### config.mk
export PLATFORM = sky130hd
export DESIGN_NAME = muldiv_unit
export DESIGN_NICKNAME = d
export VERILOG_FILES = /design/src/rtl/muldiv_unit.sv
export SDC_FILE = /design/constraint.sdc
export NUM_CORES = 1
export LEC_CHECK = 0
export BUFFER_PORTS_ARGS = -buffer_cell sky130_fd_sc_hd__buf_2
export CAP_MARGIN = 20
export CORE_MARGIN = 2
export CORE_UTILIZATION = 32
export DETAILED_ROUTE_END_ITERATION = 16
export HOLD_SLACK_MARGIN = 0.05
export PLACE_DENSITY_LB_ADDON = 0.25
export SYNTH_ARGS = -nofsm -noshare
export SYNTH_HDL_FRONTEND = slang
export SYNTH_SLANG_ARGS = --single-unit
export TNS_END_PERCENT = 1
### constraint.sdc
create_clock -name clk -period 5.85 [get_ports clk]
set_input_delay 1.17 -clock clk [delete_from_list [all_inputs] [get_ports clk]]
set_output_delay 1.17 -clock clk [all_outputs]
set_load 0.01 [all_outputs]
### src/rtl/muldiv_unit.sv
// Iterative RV M-extension multiply/divide unit: shift-add multiply, restoring divide, one bit per cycle.
// Optional MULDIV_FAST_MUL_EN: single-cycle combinational multiply (IDLE->DONE); divide path unchanged.
//
// state | meaning
// IDLE  | waiting for a request, in_ready=1
// BUSY  | iterating, counter counts XLEN down to 0
// DONE  | result valid, held until out_ready or flush
module muldiv_unit #(
  parameter int XLEN  = 32,
  parameter int CNT_W = $clog2(XLEN) + 1
) (
  input  logic            clk,
  input  logic            reset_n,
  input  logic            flush,
  input  logic            in_valid,
  output logic            in_ready,
  input  logic [2:0]      op,
  input  logic [XLEN-1:0] input_a,
  input  logic [XLEN-1:0] input_b,
  output logic            out_valid,
  input  logic            out_ready,
  output logic [XLEN-1:0] result,
  output logic            busy
);

  localparam int AW = 2*XLEN + 1;
  localparam logic [XLEN-1:0] MOST_NEG = {1'b1, {(XLEN-1){1'b0}}};

  typedef enum logic [1:0] {S_IDLE, S_BUSY, S_DONE} state_t;

  state_t            state_q, state_d;
  logic [CNT_W-1:0]  cnt_q;
  logic [AW-1:0]     acc_q, acc_step, acc_mul, acc_div, div_sh;
  logic [XLEN-1:0]   mag_q;
  logic [2:0]        op_q;
  logic              neg_q;

  logic              accept;
  logic              sa_in, sb_in, a_neg, b_neg, neg_in, div_zero, ovf, bypass;
  logic [XLEN-1:0]   ma_in, mb_in, byp_res;
  logic [XLEN:0]     mul_sum;
  logic [XLEN+1:0]   div_diff;
  logic [2*XLEN-1:0] prod;
  logic [XLEN-1:0]   quo, rem, fin_res;
`ifdef MULDIV_FAST_MUL_EN
  logic [2*XLEN-1:0] fast_prod;
`endif

  assign accept    = (state_q == S_IDLE) && in_valid && !flush;
  assign in_ready  = (state_q == S_IDLE);
  assign busy      = (state_q != S_IDLE);
  assign out_valid = (state_q == S_DONE);

  // request decode: operand magnitudes, result sign, and the single-cycle special cases
  always_comb begin
    sa_in    = (op == 3'b001) || (op == 3'b010) || (op == 3'b100) || (op == 3'b110);
    sb_in    = (op == 3'b001) || (op == 3'b100) || (op == 3'b110);
    a_neg    = sa_in && input_a[XLEN-1];
    b_neg    = sb_in && input_b[XLEN-1];
    ma_in    = a_neg ? -input_a : input_a;
    mb_in    = b_neg ? -input_b : input_b;
    neg_in   = (op[2] && op[1]) ? a_neg : (a_neg ^ b_neg);
    div_zero = op[2] && (input_b == '0);
    ovf      = op[2] && !op[0] && (input_a == MOST_NEG) && (input_b == '1);
    if (div_zero) byp_res = op[1] ? input_a : '1;
    else          byp_res = op[1] ? '0 : input_a;
    bypass   = div_zero || ovf;
`ifdef MULDIV_FAST_MUL_EN
    fast_prod = {{XLEN{1'b0}}, ma_in} * {{XLEN{1'b0}}, mb_in};
    if (neg_in) fast_prod = -fast_prod;
    if (!op[2]) begin
      bypass  = 1'b1;
      byp_res = (op == 3'b000) ? fast_prod[XLEN-1:0] : fast_prod[2*XLEN-1:XLEN];
    end
`endif
  end

  // one iteration step plus sign correction of the finished value
  always_comb begin
    mul_sum  = acc_q[AW-1:XLEN] + (acc_q[0] ? {1'b0, mag_q} : '0);
    acc_mul  = {1'b0, mul_sum, acc_q[XLEN-1:1]};
    div_sh   = {acc_q[AW-2:0], 1'b0};
    div_diff = {1'b0, div_sh[AW-1:XLEN]} - {2'b00, mag_q};
    acc_div  = div_diff[XLEN+1] ? div_sh : {div_diff[XLEN:0], div_sh[XLEN-1:1], 1'b1};
    acc_step = op_q[2] ? acc_div : acc_mul;
    prod     = neg_q ? -acc_step[2*XLEN-1:0] : acc_step[2*XLEN-1:0];
    quo      = neg_q ? -acc_step[XLEN-1:0] : acc_step[XLEN-1:0];
    rem      = neg_q ? -acc_step[2*XLEN-1:XLEN] : acc_step[2*XLEN-1:XLEN];
    case (op_q)
      3'b000:                 fin_res = prod[XLEN-1:0];
      3'b001, 3'b010, 3'b011: fin_res = prod[2*XLEN-1:XLEN];
      3'b100, 3'b101:         fin_res = quo;
      default:                fin_res = rem;
    endcase
  end

  always_comb begin
    state_d = state_q;
    case (state_q)
      S_IDLE: if (accept) state_d = bypass ? S_DONE : S_BUSY;
      S_BUSY: begin
        if (flush)                     state_d = S_IDLE;
        else if (cnt_q == CNT_W'(1))   state_d = S_DONE;
      end
      S_DONE: if (flush || out_ready) state_d = S_IDLE;
      default: state_d = S_IDLE;
    endcase
  end

  always_ff @(posedge clk or negedge reset_n) begin
    if (!reset_n) state_q <= S_IDLE;
    else          state_q <= state_d;
  end

  always_ff @(posedge clk or negedge reset_n) begin
    if (!reset_n) begin
      cnt_q  <= '0;
      acc_q  <= '0;
      mag_q  <= '0;
      op_q   <= '0;
      neg_q  <= 1'b0;
      result <= '0;
    end else if (accept) begin
      op_q  <= op;
      neg_q <= neg_in;
      cnt_q <= CNT_W'(XLEN);
      if (op[2]) begin
        acc_q <= {{(XLEN+1){1'b0}}, ma_in};
        mag_q <= mb_in;
      end else begin
        acc_q <= {{(XLEN+1){1'b0}}, mb_in};
        mag_q <= ma_in;
      end
      if (bypass) result <= byp_res;
    end else if (state_q == S_BUSY && !flush) begin
      cnt_q <= cnt_q - CNT_W'(1);
      acc_q <= acc_step;
      if (cnt_q == CNT_W'(1)) result <= fin_res;
    end
  end

endmodule

==> results.toml <==
[detailed_routing]
routed.top_layer = "met5"
drt-pass1-iter-count = 6
dr_wl_met2_mm = 29.94
final_antenna_net_count = 0
num_vias = 17076
wl_met3_mm = 4.144
wl_per_cell_um = 23.19
drc = 0
drt_wl_total_mm = 66.93
routed_via_density = 5.917
met1Wirelength_mm = 29.58
drt_iter0_markers = 1616

[clocking]
root_buffer = "clkbuf_16"
cts_max_path_buffers = 2
clk_latency_ns = 0.47
numCtsBuffers = 17
postCtsHoldBufs = 0
cts_tree = "done"
htreeDepth = 4
clk_pin_slew_ns = 0.06
cts.sinks = 141

[setup_path]
critPathKind = "flip-flop to flip-flop"
r2r_cells = 16
endpoint_kind = "flip-flop"
cp-start-kind = "flip-flop"
cp_max_fo = 9
cp.arrival_ns = 6.05
critical_path_required_ns = 6.18

[final_layout]
final_nets = 2354
fin_util_pct = 36.29
final_area_um2 = 17690
multi_input_comb_area_um2 = 11440
final_cell_mix = "nand2_1 (243), o21ai_0 (220), a21oi_1 (210)"
drive_gt1_share_pct = 11.25
seqCellArea_um2 = 3533
final_common_cell = "nand2_1"
diodes = 0
fill_cells = 5183
synthToLayoutAreaGrowth_pct = 12.22

[timing]
setup_viol = 0
finalMaxSlewViolations = 0
rsz0062_at_grt = "no"
max_freq_ghz = 0.1749
hold_violations = 0
fin_crit_sh_pct = 97.72
fin_tns_setup_ns = 0
relSlewSlack_pct = 26.65
finClkSkew_ns = 0.01307
fin_crit_ns = 5.717
worst_pin_slew_ns = 1.096

[die]
die_w_um = 226.0
die_h_um = 226.0
start_util_pct = 32.34
core_um2 = 48750
io_pins = 107
dieArea_um2 = 51050
num_rows = 81

[run_status]
status = "completed"

[power]
vdd_drop_max_mv = 0.2211
p_leak_nw = 7.173
power_density_nw_per_um2 = 575.2

[logic_synthesis]
ys_seq_elements = 141
async_flop_share_pct = 100.0
syn_area_um2 = 15760
synth_nets = 2301
yosysSeqAreaShare_pct = 22.38
synth_area_per_cell_um2 = 7.312
post_synth_num_cell_types = 98
synth_edf_count = 0
ys.flop_type = "dfrtp_1"
yosys_warnings = 0
synthCells = 2156

[flow_run]
cap_violations = 0

[placement]
routabilityCongestion = 0.9638
port_buffers = 106
placed_cell_area_um2 = 17060
dp.final_hpwl_mm = 52.86

[grt]
overflow = 0
antenna_found_initial = 4
grt_usage_pct = 26.12
grt_max_degree = 116
grt_pass1_wl_mm = 100.5
grt_pass1_vias = 16026

[worst_hold_path]
hold_depth = 1
hold_path_class = "flip-flop to flip-flop"
[what timing repair did]
action	4_1_cts	5_1_grt
buffers inserted	0	1
gates resized for setup	0	6
endpoints found under the setup margin	0	7
[power by group]
part / internal [mW] / total [mW] / switching, mW
combinational: 2.59 / 7.26 / 4.67
clock: 0.670 / 1.15 / 0.480
sequential: 1.34 / 1.76 / 0.420
total: 4.61 / 10.2 / 5.57
[area by class of cell]
class                   count  share of cell area, %
repair buffers            168                  5.736
well taps                 664                  4.697
inverters                  72                  1.528
multi-input cells        1809                  64.68
clock inverters            14                 0.9549
flip-flops and latches    141                  19.97
clock buffers              18                  2.426
[synth_stat cells (all sizes together) (21+ instances only)]
| cell type | n | share of area [%] |
|---|---|---|
| nor2 | 181 | 4.3 |
| clkbuf | 94 | 2.2 |
| inv | 71 | 1.7 |
| o21ai | 233 | 7.4 |
| dfrtp | 141 | 22 |
| or3 | 31 | 1.3 |
| a31oi | 28 | 1.2 |
| buf | 40 | 1.3 |
| mux2i | 44 | 2.8 |
| nand4 | 29 | 1.2 |
| o211ai | 70 | 3.4 |
| a21oi | 216 | 7.1 |
| and2 | 41 | 1.6 |
| a211oi | 32 | 1.6 |
| o31ai | 27 | 1.3 |
| a21o | 28 | 1.3 |
| nor3 | 67 | 2.2 |
| nand2 | 244 | 5.9 |
| o21a | 21 | 1.0 |
| xnor2 | 82 | 4.6 |
| xor2 | 80 | 4.4 |
| nand3 | 36 | 1.2 |
| ha | 71 | 5.6 |
[critical path, cell delays in order, from the launching register on]
cell	delay [ns]
dfrtp_1	0.51
and2_1	0.20
ha_1	0.23
fa_1	0.45
a211oi_1	0.47
o211ai_1	0.33
a21boi_1	0.49
a2111oi_0	0.22
nand2b_1	0.28
a2111o_1	0.41
a21oi_1	0.27
nand4bb_1	0.13
nor4_1	0.69
nand2b_1	0.22
or4_1	0.44
a21oi_1	0.15
o21ai_1	0.09
[worst paths after layout]
kind	start	endpoint	slack [ns]
hold reg to reg	result[2]$_DFFE_PN0P_	result[2]$_DFFE_PN0P_	0.48
setup / recovery	acc_q[0]$_DFFE_PN0P_	result[31]$_DFFE_PN0P_	0.13
max in group asynchronous	reset_n	result[16]$_DFFE_PN0P_	4.11
hold / removal	result[2]$_DFFE_PN0P_	result[2]$_DFFE_PN0P_	0.48
min in group asynchronous	reset_n	mag_q[10]$_DFFE_PN0P_	0.69
setup reg to reg	acc_q[0]$_DFFE_PN0P_	result[31]$_DFFE_PN0P_	0.13
[sequential cells by signal, summed over array words and instances, names as in the netlist]
name     cells
cnt_q        6
neg_q        1
acc_q       65
result      32
op_q         3
mag_q       32
state_q      2
[cell families (layout without fill, tap and decap cells)]
| group | Yosys count | after routing | synth area share, % |
|---|---|---|---|
| mux | 47 | 47 | 3.008 |
| fa+ha+maj | 73 | 73 | 5.889 |
| compound gates | 790 | 790 | 31.99 |
| buf+inv | 206 | 272 | 5.262 |
| flops | 141 | 141 | 22.38 |
| xor+xnor | 162 | 162 | 9.001 |
| simple gates | 737 | 737 | 22.46 |
[through the flow]
step                worst slack, ns  total power, mW  cells  hold WS [ns]
CTS                         0.08510            10.02   2885        0.4845
global route                0.01719            10.84   2886        0.5217
finish                       0.1334            10.17   2886        0.4805
detailed placement           0.1215            8.821   2853        0.4689
global placement             0.2480            8.804   2853        0.4622
floorplan                    0.7614            6.519   2156        0.4639
[routing by layer]
layer	track usage (%)	up-vias
li1	-	8016
met1	34.77	8276
met2	41.23	637
met3	4.215	145
met4	12.35	2
met5	0	-
Note: power is estimated with default switching activity, not from simulation.
